File: src/rtl/sprite_plotter.sv
// rtl/sprite_plotter.sv - 4x4 sprite draw/erase engine feeding a vga_adapter pixel port
//
// Purpose: on a start request, latch position/sprite/colour, then emit one
// pixel per cycle over the SIZE x SIZE box in row-major order. A pixel is
// written (plot=1) only if it is on the 160x120 screen and either the request
// is an erase or the selected sprite mask bit is set. Latency is fixed.
//
// Ports:
//   clk        - single clock, rising edge
//   reset      - synchronous, active-high
//   start      - draw request, sampled only in IDLE
//   x_in/y_in  - sprite top-left position
//   sprite_sel - 0 crosshair, 1 bird
//   erase      - 1 clears the whole box with BG_COLOUR
//   colour_in  - draw colour
//   x_out/y_out/colour_out/plot - registered pixel write to vga_adapter
//   busy       - high while a request is in progress
//   done       - one-cycle completion pulse

module sprite_plotter #(
  parameter int                     SIZE       = 4,
  parameter logic [SIZE*SIZE-1:0]   CROSS_MASK = 16'h0272,
  parameter logic [SIZE*SIZE-1:0]   BIRD_MASK  = 16'h9FF9,
  parameter logic [2:0]             BG_COLOUR  = 3'b000
) (
  input  logic       clk,
  input  logic       reset,
  input  logic       start,
  input  logic [7:0] x_in,
  input  logic [6:0] y_in,
  input  logic       sprite_sel,
  input  logic       erase,
  input  logic [2:0] colour_in,
  output logic [7:0] x_out,
  output logic [6:0] y_out,
  output logic [2:0] colour_out,
  output logic       plot,
  output logic       busy,
  output logic       done
);

  localparam int NPIX = SIZE * SIZE;
  localparam int IW   = $clog2(NPIX);

  typedef enum logic [1:0] {
    IDLE = 2'd0,
    LOAD = 2'd1,
    DRAW = 2'd2,
    DONE = 2'd3
  } state_t;

  state_t        state;
  logic [IW-1:0] idx;

  // Request fields captured on the accepting edge; inputs are ignored afterwards.
  logic [7:0] x_lat;
  logic [6:0] y_lat;
  logic       sel_lat;
  logic       erase_lat;
  logic [2:0] colour_lat;

  // Pixel coordinates are summed one bit wider than the ports so that a sprite
  // hanging off the right/bottom edge is clipped instead of wrapping to 0.
  logic [8:0] sum_x;
  logic [7:0] sum_y;
  logic       on_screen;
  logic       mask_bit;
  logic       pix_plot;
  logic       last_pix;

  always_comb begin
    sum_x     = {1'b0, x_lat} + 9'(int'(idx) % SIZE);
    sum_y     = {1'b0, y_lat} + 8'(int'(idx) / SIZE);
    on_screen = (sum_x <= 9'd159) && (sum_y <= 8'd119);
    mask_bit  = sel_lat ? BIRD_MASK[idx] : CROSS_MASK[idx];
    pix_plot  = on_screen && (erase_lat || mask_bit);
    last_pix  = (idx == IW'(NPIX - 1));
  end

  always_ff @(posedge clk) begin
    if (reset) begin
      state      <= IDLE;
      idx        <= '0;
      x_lat      <= '0;
      y_lat      <= '0;
      sel_lat    <= 1'b0;
      erase_lat  <= 1'b0;
      colour_lat <= '0;
      x_out      <= '0;
      y_out      <= '0;
      colour_out <= '0;
      plot       <= 1'b0;
      busy       <= 1'b0;
      done       <= 1'b0;
    end else begin
      case (state)
        IDLE: begin
          plot <= 1'b0;
          done <= 1'b0;
          if (start) begin
            x_lat      <= x_in;
            y_lat      <= y_in;
            sel_lat    <= sprite_sel;
            erase_lat  <= erase;
            colour_lat <= colour_in;
            busy       <= 1'b1;
            state      <= LOAD;
          end
        end

        LOAD: begin
          plot  <= 1'b0;
          idx   <= '0;
          state <= DRAW;
        end

        // Every index takes one cycle whether or not it is written, so the
        // request always completes at the same edge.
        DRAW: begin
          x_out      <= sum_x[7:0];
          y_out      <= sum_y[6:0];
          colour_out <= erase_lat ? BG_COLOUR : colour_lat;
          plot       <= pix_plot;
          if (last_pix) begin
            state <= DONE;
          end else begin
            idx <= idx + 1'b1;
          end
        end

        // DONE spans two cycles: the first edge raises done, the second drops
        // done and busy together and returns to IDLE, giving a 20-cycle period.
        DONE: begin
          plot <= 1'b0;
          if (!done) begin
            done <= 1'b1;
          end else begin
            done  <= 1'b0;
            busy  <= 1'b0;
            state <= IDLE;
          end
        end

        default: state <= IDLE;
      endcase
    end
  end

endmodule

File: config.mk
export PLATFORM = sky130hd
export DESIGN_NAME = sprite_plotter
export DESIGN_NICKNAME = d
export VERILOG_FILES = /design/src/rtl/sprite_plotter.sv
export SDC_FILE = /design/constraint.sdc
export NUM_CORES = 1
export LEC_CHECK = 0
export BUFFER_PORTS_ARGS = -buffer_cell sky130_fd_sc_hd__buf_2
export CORE_UTILIZATION = 30
export CTS_CLUSTER_SIZE = 14
export DETAILED_ROUTE_END_ITERATION = 10
export GPL_TIMING_DRIVEN = 0
export PLACE_DENSITY_LB_ADDON = 0.25
export SLEW_MARGIN = 20
export SYNTH_ARGS = -nofsm -noshare
export SYNTH_HDL_FRONTEND = slang
export SYNTH_SLANG_ARGS = --single-unit
File: constraint.sdc
create_clock -name clk -period 1.9 [get_ports clk]
set_input_delay 0.19 -clock clk [delete_from_list [all_inputs] [get_ports clk]]
set_output_delay 0.19 -clock clk [all_outputs]
set_load 0.05 [all_outputs]
; ---- Word level (Yosys, flattened, before mapping)
; Memory sizes are Yosys's and may differ from the RTL's. A register that Yosys moved wholly into a read port is not among the register bits.
; Cells that the tools add are included.
; W data, S select, Z words.
[classes]
addsub = 3
n_lt_le_gt_ge = 3
reduce_logical = 11
n_eq_ne = 8
n_mux = 20
[op_table]
columns = operator, n
row1 = $mux W4, 5
row2 = $add A8 B2 Y9, 1
row3 = $le A9 B8 Y1 const B, 1
row4 = $add A7 B2 Y8, 1
row5 = $le A8 B7 Y1 const B, 1
row6 = $ne A2 B2 Y1 const B, 4
row7 = $pmux W2 S4, 1
row8 = $pmux W4 S2, 1
row9 = $mux W1, 6
row10 = $mux W2, 3
row11 = $pmux W1 S2, 3
row12 = $reduce_and A3 Y1, 2
row13 = $lt A4 B5 Y1 const B, 1
row14 = $add A4 B1 Y4 const B, 1
row15 = $eq A2 B2 Y1 const B, 2
row16 = $eq A4 B4 Y1 const B, 1
row17 = $reduce_and A2 Y1, 2
row18 = $reduce_bool A2 Y1, 2
row19 = $mux W3, 1
row20 = $reduce_or A3 Y1, 1
row21 = $eq A2 B1 Y1 const B, 1
row22 = $logic_and A1 B1 Y1, 2
row23 = $logic_not A2 Y1, 1
row24 = $logic_or A1 B1 Y1, 1
[totals]
mem_count = 2
inputBits = 23
reg_bits = 47
mem_bits_ro = 32
elab_cells = 60
[memory_table]
columns = name, depth, word_bits, rd, rd_clocked_by_memory_dff, wr, line
row1 = (name not given), 16, 1, 1, 1, 0, 75  ; mask_bit = sel_lat ? BIRD_MASK[idx] : CROSS_MASK[idx];
row2 = (name not given), 16, 1, 1, 1, 0, 75

; ---- Longest topological paths before layout
; Gate-level depths: netlist (run 1).
[depth]
depth_word = 6
depth_mapped = 9
mapped_depth_nobuf = 8

; ---- Least setup slack after synthesis (run 1)
; No wires, ideal clock.
[synth_timing]
path_kind = flip-flop to flip-flop
startpoint = register idx[1]
endpoint = register with a tool-made name
setup_ps = 122
t_arrival_ps = 1761
path_slack_ps = 17
path_buffers = 0
stages_incl_launch_ff = 7
cell_sequence = dfxtp_1 ha_1 nand3_2 nand4_1 or4b_4 nor4bb_1 a311o_1
[synth_lines]
columns = element, line
row1 = from (decl), 53  ; logic [IW-1:0] idx;
row2 = from (signal assigned), 127  ; idx <= idx + 1'b1;

==> results of run 1 <==
==> synth_stat cells (2+ instances only) <==
cell                       count  area (µm²)
sky130_fd_sc_hd__a211oi_1     10        75.1
sky130_fd_sc_hd__a21o_1        2        15.0
sky130_fd_sc_hd__a21oi_1      30         150
sky130_fd_sc_hd__a221oi_1      2        17.5
sky130_fd_sc_hd__a22oi_1       2        15.0
sky130_fd_sc_hd__and3_2        2        15.0
sky130_fd_sc_hd__buf_1         3        11.3
sky130_fd_sc_hd__clkbuf_1     10        37.5
sky130_fd_sc_hd__dfxtp_1      49         981
sky130_fd_sc_hd__fa_1          2        40.0
sky130_fd_sc_hd__ha_1         10         125
sky130_fd_sc_hd__inv_1        12        45.0
sky130_fd_sc_hd__mux2_2        2        22.5
sky130_fd_sc_hd__mux2i_1       4        40.0
sky130_fd_sc_hd__nand2_1      51         191
sky130_fd_sc_hd__nand3_1       2        10.0
sky130_fd_sc_hd__nand4_1       4        25.0
sky130_fd_sc_hd__nor2_1       37         139
sky130_fd_sc_hd__nor2b_1       3        18.8
sky130_fd_sc_hd__nor3_1        4        20.0
sky130_fd_sc_hd__o21ai_0       4        20.0
sky130_fd_sc_hd__xnor2_1       3        26.3
sky130_fd_sc_hd__xor2_1        8        70.1
==> state kept, by name (all words and copies together), names as in the netlist, named ones only <==
| register | cells |
|---|---|
| done | 1 |
| x_out | 8 |
| colour_out | 3 |
| colour_lat | 3 |
| sel_lat | 1 |
| y_out | 7 |
| plot | 1 |
| y_lat | 7 |
| state | 2 |
| x_lat | 8 |
| idx | 4 |
| busy | 1 |
| erase_lat | 1 |
==> cell families after synthesis <==
logic type	count (synthesis)	synth area share, %
AO/OA/AOI/OAI	53	14.2
XOR/XNOR	11	4.30
adder cells (fa/ha/maj)	12	7.37
buffers and inverters	27	4.86
flip-flops	49	43.8
multiplexers	6	2.79
AND/OR/NAND/NOR	114	22.7
==> path summary, 6_finish.rpt <==
path | to | slack, ps | cells after the start
worst max register to register | flop | 30 | 7
worst max-delay path | flop | 30 | 7
worst min-delay path | erase_lat$_SDFFE_PP0P_ | 110 | 3
worst min register to register | colour_lat[2]$_SDFFE_PP0P_ | 460 | 2
==> area by class of cell <==
class	count	area, µm²
Clock buffer	6	72.6
Timing Repair Buffer	49	260
Fill cell	784	4400
Inverter	13	56.3
Sequential cell	49	1000
Clock inverter	2	38.8
Multi-Input combinational cell	196	1240
Tap cell	99	124
Buffer	14	61.3
==> metal layers <==
layer / routed length [µm] / GRT usage [%] / up-vias
li1: - / - / 1032
met1: 2800 / 21.7 / 894
met2: 2540 / 24.2 / 42
met3: 256 / 3.64 / 8
met4: 120 / 5.43 / 0
met5: 0 / 0 / -
==> metrics by stage <==
stage | total power [W] | TNS, ps | instances | hold WS [ps] | worst slack [ps]
detailed placement | 0.00287 | -400 | 414 | 436 | -154
global placement | 0.00285 | -369 | 414 | 432 | -163
CTS | 0.00364 | -12.5 | 423 | 108 | -12.5
floorplan | 0.00249 | 0 | 272 | 326 | 17.4
global route | 0.00403 | -22.3 | 428 | 108 | -14.1
finish | 0.00375 | 0 | 428 | 115 | 29.4
==> power groups by stage <==
stage	Clock, W	Combinational [W]	Sequential, W
floorplan	0	0.000735	0.00176
global placement	0	0.00142	0.00143
detailed placement	0	0.00143	0.00143
CTS	0.000781	0.00145	0.00141
global route	0.000826	0.00172	0.00148
finish	0.000756	0.00154	0.00145
==> tightest hold or removal path, cell delays in order <==
cell and delay, ps:
sky130_fd_sc_hd__buf_2 90, sky130_fd_sc_hd__nand2_1 40, sky130_fd_sc_hd__a21oi_1 50
==> repair_timing <==
action	in CTS	in global routing
cloned	0	1
endpoints found under the setup margin	5	14
setup buffers	1	4
hold endpoints to repair	0	0
gates resized for setup	14	25
pin swaps	0	4
==> key figures, run 1 <==
Drt
  – Total DRC errors in the routed layout: 0
  – DR vias: about 2000
  – Initial drt markers: 86
  – Routed via count divided by cell count: around 4.6
  – DRT Pass-1 Iters: 4
  – Number of nets with antenna violations after detailed routing: 0
  – Total wirelength of the detailed-routed design: approximately 5700 µm
  – Detailed-route wire length per cell: between 10 and 15 µm

Finish
  – Final design utilization: 39.3%
  – NumNets Final: roughly 360
  – Synth-to-layout area growth: 27.4%
  – Share of layout cells above drive strength 1: 26.4%
  – Commonest non-fill, non-tap cell in the layout: sky130_fd_sc_hd__nand2_1
  – Post-Layout Inst Area: 2850 µm²
  – Leading cell types in the layout, fill and taps excluded: sky130_fd_sc_hd__nand2_1 (51), sky130_fd_sc_hd__dfxtp_1 (43), sky130_fd_sc_hd__buf_2 (43)
  – Number of antenna cells inserted: 0

Min path
  – Worst hold start: erase
  – Hold/Removal Path Class: input pin to flop

Synth
  – Seq cells post-synth: 49
  – Synth Net Count: 307
  – Synth async-reset ratio: 0%
  – Number of enable flip-flop cells after synthesis: 0
  – Synth Area per Inst: 8.23 µm²
  – Cells after Synth: about 270
  – Cell variety after synth: 39
  – Post-Syn Area: about 2200 µm²
  – Top_reg_cell synth: sky130_fd_sc_hd__dfxtp_1
  – Synth Warn #: 0
  – Part of the Yosys area used for sequential elements: around 44%

Critical path
  – Startpoint type of the worst setup path: flop
  – Largest stage delay on the critical path: roughly 470 ps
  – Largest delay share family, worst path: simple AND/OR/NAND/NOR gates
  – Type of destination of the critical path: flop
  – Launching element of the worst setup path: state[0]$_SDFFE_PP0P_
  – Crit path max fanout: 5
  – CP cell instances: inv_4 > ha_4 > buf_4 > nand4_1 > or4b_4 > nor4bb_1 > a311o_1
  – Worst-path cell with the longest stage delay: sky130_fd_sc_hd__or4b_4
  – Buffering stage count on the worst path with inverters included: 2
  – Worst path required time: about 2100 ps
  – Start-to-end type of the worst setup path: flop to flop
  – Worst EP arrival: 2060 ps
  – R2r startpoint: state[0]$_SDFFE_PP0P_

Floorplan
  – Horiz. Die Dim: roughly 90 µm
  – Initial core utilization: a little under a third
  – Height of the die: around 90 µm
  – Standard cell core area: just over 7000 µm²
  – Cell row count: 31
  – I/O pin count: 44
  – Die area: a little under 8000 µm²

Timing
  – Slew Limit Fails: 0
  – Maximum clock rate: roughly 530 MHz
  – Total count of hold-check failures in the final report: 0
  – Portion of the clock cycle consumed by the worst path in the final layout: 98.5%
  – Time the worst path needs with I/O delays and setup: ~1900 ps
  – Final setup vio count: 0
  – Remaining max-slew budget at the tightest pin: a little under three fifths
  – Slew at the pin closest to its max-slew limit: between 600 and 700 ps
  – Setup repair after global routing missed its margin: true
  – Max Clock Skew: about 7 ps

Clocking
  – Total CTS buffers: 5
  – Clock edge transition at the registers on the reported setup and hold paths: ~90 ps
  – Clk Latency, worst-skew pair: ~300 ps
  – H-tree depth: 2
  – Number of sinks driven by the clock tree: slightly below 50
  – TritonCTS clock tree: done
  – Root Driver: sky130_fd_sc_hd__clkbuf_8
  – Clock Tree Buf Depth: 2
  – Cts-stage hold buffer count: 0

Pwr
  – Peak supply drop: 0.000609 V
  – Part of the total power dissipated in sequential elements: approximately two fifths
  – Comb pwr share: 41.2%
  – Switching power share of the total: a little over two fifths
  – Leakage power of the design: 1.17 nW
  – Internal portion of total power: approximately 0.0022 W
  – Share of power burned in the clock network: 20.2%
  – Power Density: 1310 nW/µm²
  – Power dissipated by switching net loads: roughly 0.0016 W

Status
  – Outcome: finished, final reports clean

Global route
  – Initial antenna violation count: 0
  – Remaining global-route overflow: 0
  – Wire length of the first global-routing pass: between 9000 and 10000 µm
  – Global routing usage summed across all routing layers: ~16%
  – Largest net degree at the start of global routing: 16
  – Vias in the first global route: ~1900

Job
  – Max-capacitance violation count: 0

Placement
  – IO buf count: 43
  – Cell Area, Placed: 2580 µm²
  – Placed wire-length estimate after detailed placement: 3950 µm
  – Global placement routability congestion: between 0.8 and 0.9
No activity file was read; power rests on OpenSTA's default activity.
==> run 2, diff against run 1 <==
Settings changed: BUFFER_PORTS_ARGS -buffer_cell sky130_fd_sc_hd__buf_2 to unset, DONT_BUFFER_PORTS set to 1.
==> run 2 against run 1 <==
Sequential cell count stayed put. Cell area is 6.6% lower. Die area stayed put. Sequential share of layout area is 2.5 points higher. Non-clock buffer count is 43 lower. Clock-buffer cell count is 1 higher. Combinational power is 27% lower. Routed wire length is 1.0% lower. Worst setup slack worse by 3.4 ps.
==> key figures, run 2 (synthesis results as in run 1) <==
Clocking
  – H-tree depth: 2 (unchanged)
  – Root Driver: sky130_fd_sc_hd__clkbuf_8
  – Number of sinks driven by the clock tree: 49 (unchanged)
  – Total CTS buffers: 5 (unchanged)
  – Clk Latency, worst-skew pair: 300 ps (about the same)
  – Clock Tree Buf Depth: 2 (unchanged)
  – Clock edge transition at the registers on the reported setup and hold paths: 90 ps (about the same)
  – Cts-stage hold buffer count: 0 (unchanged)
  – TritonCTS clock tree: done

Pwr
  – Internal portion of total power: 0.00215 W (-1.0%)
  – Share of power burned in the clock network: 21.0% (+0.8 points)
  – Peak supply drop: 0.000413 V (-32%)
  – Part of the total power dissipated in sequential elements: 48.9% (+10 points)
  – Switching power share of the total: 42.0% (+0.13 points)
  – Power Density: 1390 nW/µm² (+6.2%)
  – Power dissipated by switching net loads: 0.00156 W (-0.48%)
  – Comb pwr share: 30.1% (-11 points)
  – Post-layout power: 0.00372 W (-0.79%)
  – Leakage power of the design: 1.00 nW (-14%)

Drt
  – DRT Pass-1 Iters: 4 (unchanged)
  – Wire length on met2: 2520 µm (-0.79%)
  – Routed via count divided by cell count: 4.75 (+3.0%)
  – Total wirelength of the detailed-routed design: 5660 µm (-1.0%)
  – Routed wire length on met3: 364 µm (+42%)
  – Number of nets with antenna violations after detailed routing: 0 (unchanged)
  – DR vias: 1830 (-7.4%)
  – Uppermost layer routed: met4
  – Total DRC errors in the routed layout: 0 (unchanged)
  – Detailed-route wire length per cell: 14.7 µm (+10%)
  – Wire length on met1: 2730 µm (-2.5%)
  – Initial drt markers: 76 (-12%)

Placement
  – Placed wire-length estimate after detailed placement: 3950 µm (about the same)
  – Global placement routability congestion: 0.789 (-4.9%)
  – Cell Area, Placed: 2360 µm² (-8.3%)
  – Inst Count DP: 371 (-10%)
  – IO buf count: 0 (-100%)

Timing
  – Portion of the clock cycle consumed by the worst path in the final layout: 98.6% (+0.18 points)
  – Maximum clock rate: 534 MHz (-0.18%)
  – Slew at the pin closest to its max-slew limit: 609 ps (-30.7 ps)
  – Final setup vio count: 0 (unchanged)
  – Max Clock Skew: 9.53 ps (+2.73 ps)
  – Remaining max-slew budget at the tightest pin: 59.4% (+2.0 points)
  – Slew Limit Fails: 0 (unchanged)
  – Setup repair after global routing missed its margin: true
  – Total count of hold-check failures in the final report: 0 (unchanged)
  – Time the worst path needs with I/O delays and setup: 1870 ps (+3.35 ps)

Critical path
  – Start-to-end type of the worst setup path: flop to flop
  – Crit path max fanout: 4 (-1)
  – Register-to-Register Setup Slack: 30 ps (about the same)
  – Largest stage delay on the critical path: 530 ps (+60 ps)
  – Worst R2R Path Depth: 7 (unchanged)
  – Startpoint type of the worst setup path: flop
  – Worst EP arrival: 2070 ps (about the same)
  – Type of destination of the critical path: flop
  – Worst path required time: 2100 ps (about the same)
  – CP cell instances: inv_4 > ha_4 > buf_6 > a21oi_2 > or4b_4 > nor4bb_4 > a311o_1
  – R2r startpoint: state[0]$_SDFFE_PP0P_
  – Worst-path cell with the longest stage delay: sky130_fd_sc_hd__or4b_4
  – Launching element of the worst setup path: state[0]$_SDFFE_PP0P_

Finish
  – Number of antenna cells inserted: 0 (unchanged)
  – Largest registers: x_lat (8), x_out (8)
  – Non-filler cells, final: 385 (-10%)
  – Leading cell types in the layout, fill and taps excluded: sky130_fd_sc_hd__nand2_1 (51), sky130_fd_sc_hd__dfxtp_1 (43), sky130_fd_sc_hd__nor2_1 (36)
  – Share of layout cells above drive strength 1: 15.7% (-11 points)
  – Synth-to-layout area growth: 19.0%
  – NumNets Final: 320 (-12%)
  – Post-Layout Inst Area: 2670 µm² (-6.6%)
  – Commonest non-fill, non-tap cell in the layout: sky130_fd_sc_hd__nand2_1

Global route
  – Wire length of the first global-routing pass: 9040 µm (-2.8%)
  – Remaining global-route overflow: 0 (unchanged)
  – Vias in the first global route: 1759 (-5.6%)
  – Largest net degree at the start of global routing: 15 (-1)
  – Global routing usage summed across all routing layers: 15.3% (-0.45 points)
  – Initial antenna violation count: 0 (unchanged)

Floorplan
  – Die area: 7820 µm² (unchanged)
  – I/O pin count: 44 (unchanged)
  – Cell row count: 31 (unchanged)
  – Horiz. Die Dim: 88.4 µm (unchanged)
  – Initial core utilization: 30.9% (unchanged)
  – Standard cell core area: 7250 µm² (unchanged)
  – Height of the die: 88.4 µm (unchanged)

Status
  – Outcome: finished, final reports clean

Min path
  – Hold/Removal Path Class: input pin to flop
  – Number of stages on the worst hold path: 2 (-1)
  – Worst hold start: x_in[3]

Job
  – Max-capacitance violation count: 0 (unchanged)
## run 2: path summary, 6_finish.rpt
path	end
max reg2reg	flop
min reg2reg	colour_lat[0]$_SDFFE_PP0P_
max	flop
min	x_lat[3]$_SDFFE_PP0P_
## run 2: layout make-up
| class | count | area, µm² |
|---|---|---|
| inverter | 13 | 56.3 |
| buffer | 14 | 61.3 |
| multi-input combinational | 196 | 1260 |
| sequential | 49 | 1000 |
| tap | 99 | 124 |
| clock buffer | 7 | 86.3 |
| fill | 775 | 4590 |
| timing repair buffer | 6 | 48.8 |
| clock inverter | 1 | 30.0 |
## run 2: metal layers
layer,track usage [%],vias up
met2,24.3,45
li1,-,942
met3,4.66,4
met5,0,-
met4,3.08,0
met1,20.5,839
## run 2: power groups by stage
stage | registers [W] | logic, W | clock network, W
after floorplan | 0.00176 | 0.000735 | 0
after global placement | 0.00181 | 0.000948 | 0
after detailed placement | 0.00182 | 0.000948 | 0
after CTS | 0.00182 | 0.00101 | 0.000803
after global routing | 0.00185 | 0.00127 | 0.000841
final | 0.00182 | 0.00112 | 0.000782
## run 2: worst max-delay path: cells and delay by family, from the launching register on
family | cells | cell delay [ps]
AOI/OAI and AO/OA | 2 | 350
adders and majority gates | 1 | 140
buffers and inverters | 2 | 180
DFF | 1 | 380
and+or+nand+nor | 2 | 700
## run 2: timing repair
| action | 4_1_cts | 5_1_grt |
|---|---|---|
| pin swaps | 3 | 9 |
| buffers inserted | 2 | 3 |
| gates resized for setup | 24 | 20 |
| cloned | 1 | 0 |
| setup endpoints to repair | 5 | 13 |
## run 2: metrics by stage
step / setup slack [ps] / TNS [ps] / hold WS (ps) / util, %
CTS: -5.89 / -5.89 / 4.21 / 35.4
global placement: -168 / -415 / 330 / 32.6
finish: 26.1 / 0 / 11.3 / 36.7
global route: -43.0 / -79.8 / 8.94 / 36.7
detailed placement: -178 / -449 / 334 / 32.6
floorplan: 17.4 / 0 / 326 / -
==> run 3, diff against run 2 <==
Settings changed: HOLD_SLACK_MARGIN set to 0.1.
==> run 3 against run 2 <==
Worst hold slack better by 160 ps. Combinational power about the same. Clock-buffer cell count unchanged. First-iteration DRC count up 28%.
==> key figures, run 3 (synthesis results as in run 1) <==
Pwr
  – Power Density: 1300 nW/µm² (-6.5%)
  – Comb pwr share: 30.8% (+0.7 points)
  – Share of power burned in the clock network: 20.7% (-0.3 points)
  – Leakage power of the design: 1.09 nW (+8.7%)
  – Part of the total power dissipated in sequential elements: 48.5% (-0.4 points)
  – Peak supply drop: 0.000418 V (+1.2%)
  – Switching power share of the total: 41.8% (-0.28 points)
  – Power dissipated by switching net loads: 0.00156 W (+0.17%)
  – Internal portion of total power: 0.00218 W (+1.3%)

Drt
  – Detailed-route wire length per cell: 14.2 µm (-3.7%)
  – Initial drt markers: 97 (+28%)
  – DR vias: 1895 (+3.6%)
  – Number of nets with antenna violations after detailed routing: 0 (unchanged)
  – Wire length on met2: 2560 µm (+1.6%)
  – Routed wire length on met3: 316 µm (-13%)
  – Wire length on met1: 2830 µm (+3.5%)
  – Total wirelength of the detailed-routed design: 5750 µm (+1.5%)
  – Total DRC errors in the routed layout: 0 (unchanged)
  – Uppermost layer routed: met4
  – Routed via count divided by cell count: 4.67 (-1.8%)
  – DRT Pass-1 Iters: 6 (+2)

Global route
  – Remaining global-route overflow: 0 (unchanged)
  – Vias in the first global route: 1851 (+5.2%)
  – Largest net degree at the start of global routing: 15 (unchanged)
  – Global routing usage summed across all routing layers: 15.6% (+0.33 points)
  – Initial antenna violation count: 0 (unchanged)
  – Wire length of the first global-routing pass: 9310 µm (+3.0%)

Finish
  – Commonest non-fill, non-tap cell in the layout: sky130_fd_sc_hd__nand2_1
  – Synth-to-layout area growth: 28.4%
  – Number of antenna cells inserted: 0 (unchanged)
  – NumNets Final: 341 (+6.6%)
  – Combined area of the multi-input logic cells: 1260 µm² (unchanged)
  – FF+latch area: 1000 µm² (unchanged)
  – Share of layout cells above drive strength 1: 14.7% (-1.1 points)
  – Number of fillers in the final layout: 755 (-2.6%)
  – Leading cell types in the layout, fill and taps excluded: sky130_fd_sc_hd__nand2_1 (51), sky130_fd_sc_hd__dfxtp_1 (43), sky130_fd_sc_hd__nor2_1 (36)
  – Largest registers: x_lat (8), x_out (8)
  – Final design utilization: 39.6% (+2.9 points)

Floorplan
  – Standard cell core area: 7250 µm² (unchanged)
  – I/O pin count: 44 (unchanged)
  – Die area: 7820 µm² (unchanged)
  – Horiz. Die Dim: 88.4 µm (unchanged)
  – Cell row count: 31 (unchanged)
  – Height of the die: 88.4 µm (unchanged)
  – Initial core utilization: 30.9% (unchanged)

Critical path
  – Register-to-Register Setup Slack: 20 ps (about the same)
  – Start-to-end type of the worst setup path: flop to flop
  – Type of destination of the critical path: flop
  – Worst EP arrival: 2070 ps (about the same)
  – Worst R2R Path Depth: 7 (unchanged)
  – Startpoint type of the worst setup path: flop
  – Worst path required time: 2090 ps (about the same)
  – R2r startpoint: state[0]$_SDFFE_PP0P_
  – Crit path max fanout: 4 (unchanged)

Min path
  – End point of the worst hold path: busy$_SDFFE_PP0P_
  – Hold/Removal Path Class: input pin to flop
  – Worst hold start: start
  – Number of stages on the worst hold path: 3 (+1)

Timing
  – Time the worst path needs with I/O delays and setup: 1880 ps (+2.06 ps)
  – Slew Limit Fails: 0 (unchanged)
  – Portion of the clock cycle consumed by the worst path in the final layout: 98.7% (+0.11 points)
  – Setup repair after global routing missed its margin: true
  – Final setup vio count: 0 (unchanged)
  – Maximum clock rate: 533 MHz (-0.11%)
  – Slew at the pin closest to its max-slew limit: 625 ps (+15.9 ps)
  – Remaining max-slew budget at the tightest pin: 58.3% (-1.1 points)
  – Total count of hold-check failures in the final report: 0 (unchanged)
  – Post-route setup TNS: 0 ps (unchanged)
  – Max Clock Skew: 5.81 ps (-3.72 ps)

Clocking
  – Total CTS buffers: 5 (unchanged)
  – Clock Tree Buf Depth: 2 (unchanged)
  – TritonCTS clock tree: done
  – Root Driver: sky130_fd_sc_hd__clkbuf_8
  – Number of sinks driven by the clock tree: 49 (unchanged)
  – Clock edge transition at the registers on the reported setup and hold paths: 90 ps (about the same)
  – Clk Latency, worst-skew pair: 300 ps (about the same)
  – H-tree depth: 2 (unchanged)

Placement
  – Global placement routability congestion: 0.789 (unchanged)
  – IO buf count: 0 (unchanged)
  – Placed wire-length estimate after detailed placement: 3950 µm (unchanged)

Status
  – Outcome: finished, final reports clean

Job
  – Max-capacitance violation count: 0 (unchanged)
[run 3: stage by stage]
| step | cells | power, W | cell area, µm² | worst slack, ps | hold slack [ps] |
|---|---|---|---|---|---|
| floorplan | 272 | 0.00249 | 2240 | 17.4 | 326 |
| global placement | 371 | 0.00276 | 2360 | -168 | 330 |
| detailed placement | 371 | 0.00276 | 2360 | -178 | 334 |
| CTS | 403 | 0.00367 | 2780 | -5.89 | 157 |
| global route | 406 | 0.00400 | 2880 | -43.0 | 203 |
| finish | 406 | 0.00375 | 2880 | 24.0 | 167 |
[run 3: worst max path at each step]
| stage | to | slack (ps) | startpoint |
|---|---|---|---|
| after floorplan | flop | 20 | idx[1]$_SDFFE_PP0P_ |
| after CTS | flop | -6 | idx[1]$_SDFFE_PP0P_ |
| final | flop | 20 | state[0]$_SDFFE_PP0P_ |
| after global routing | plot$_SDFF_PP0_ | -40 | idx[2]$_SDFFE_PP0P_ |
| after global placement | flop | -170 | idx[1]$_SDFFE_PP0P_ |
| after detailed placement | flop | -180 | idx[1]$_SDFFE_PP0P_ |
[run 3: metal layers]
metal  global-route usage (%)  up-vias
li1                         -      988
met1                     21.0      863
met2                     25.1       40
met3                     4.57        4
met4                     3.08        0
met5                        0        -
[run 3: final cells by class]
class / count / area share, %
buffer: 14 / 2.13
clock buffer: 7 / 3.00
clock inverter: 1 / 1.04
inverter: 13 / 1.96
multi-input combinational: 196 / 43.7
sequential: 49 / 34.8
tap: 99 / 4.31
timing repair buffer: 27 / 9.01
[run 3: timing repair]
item                                    in CTS  in global routing
pin swaps                                    3                  9
endpoints found under the setup margin       5                 13
hold buffers                                21                  0
cloned                                       1                  0
hold endpoints to repair                    21                  0
setup buffers                                2                  3
resized for setup                           24                 20
[run 3: power groups by stage]
stage	clock (W)	combinational [W]	sequential, W
detailed placement	0	0.000948	0.00182
global route	0.000840	0.00131	0.00185
global placement	0	0.000948	0.00181
CTS	0.000803	0.00105	0.00182
finish	0.000776	0.00115	0.00182
floorplan	0	0.000735	0.00176
[run 3: worst max-delay path, cell delays in order, from the launching register on]
cell	delay, ps
sky130_fd_sc_hd__dfxtp_4	380
sky130_fd_sc_hd__inv_4	60
sky130_fd_sc_hd__ha_4	150
sky130_fd_sc_hd__buf_6	120
sky130_fd_sc_hd__a21oi_2	30
sky130_fd_sc_hd__or4b_4	540
sky130_fd_sc_hd__nor4bb_4	170
sky130_fd_sc_hd__a311o_1	320
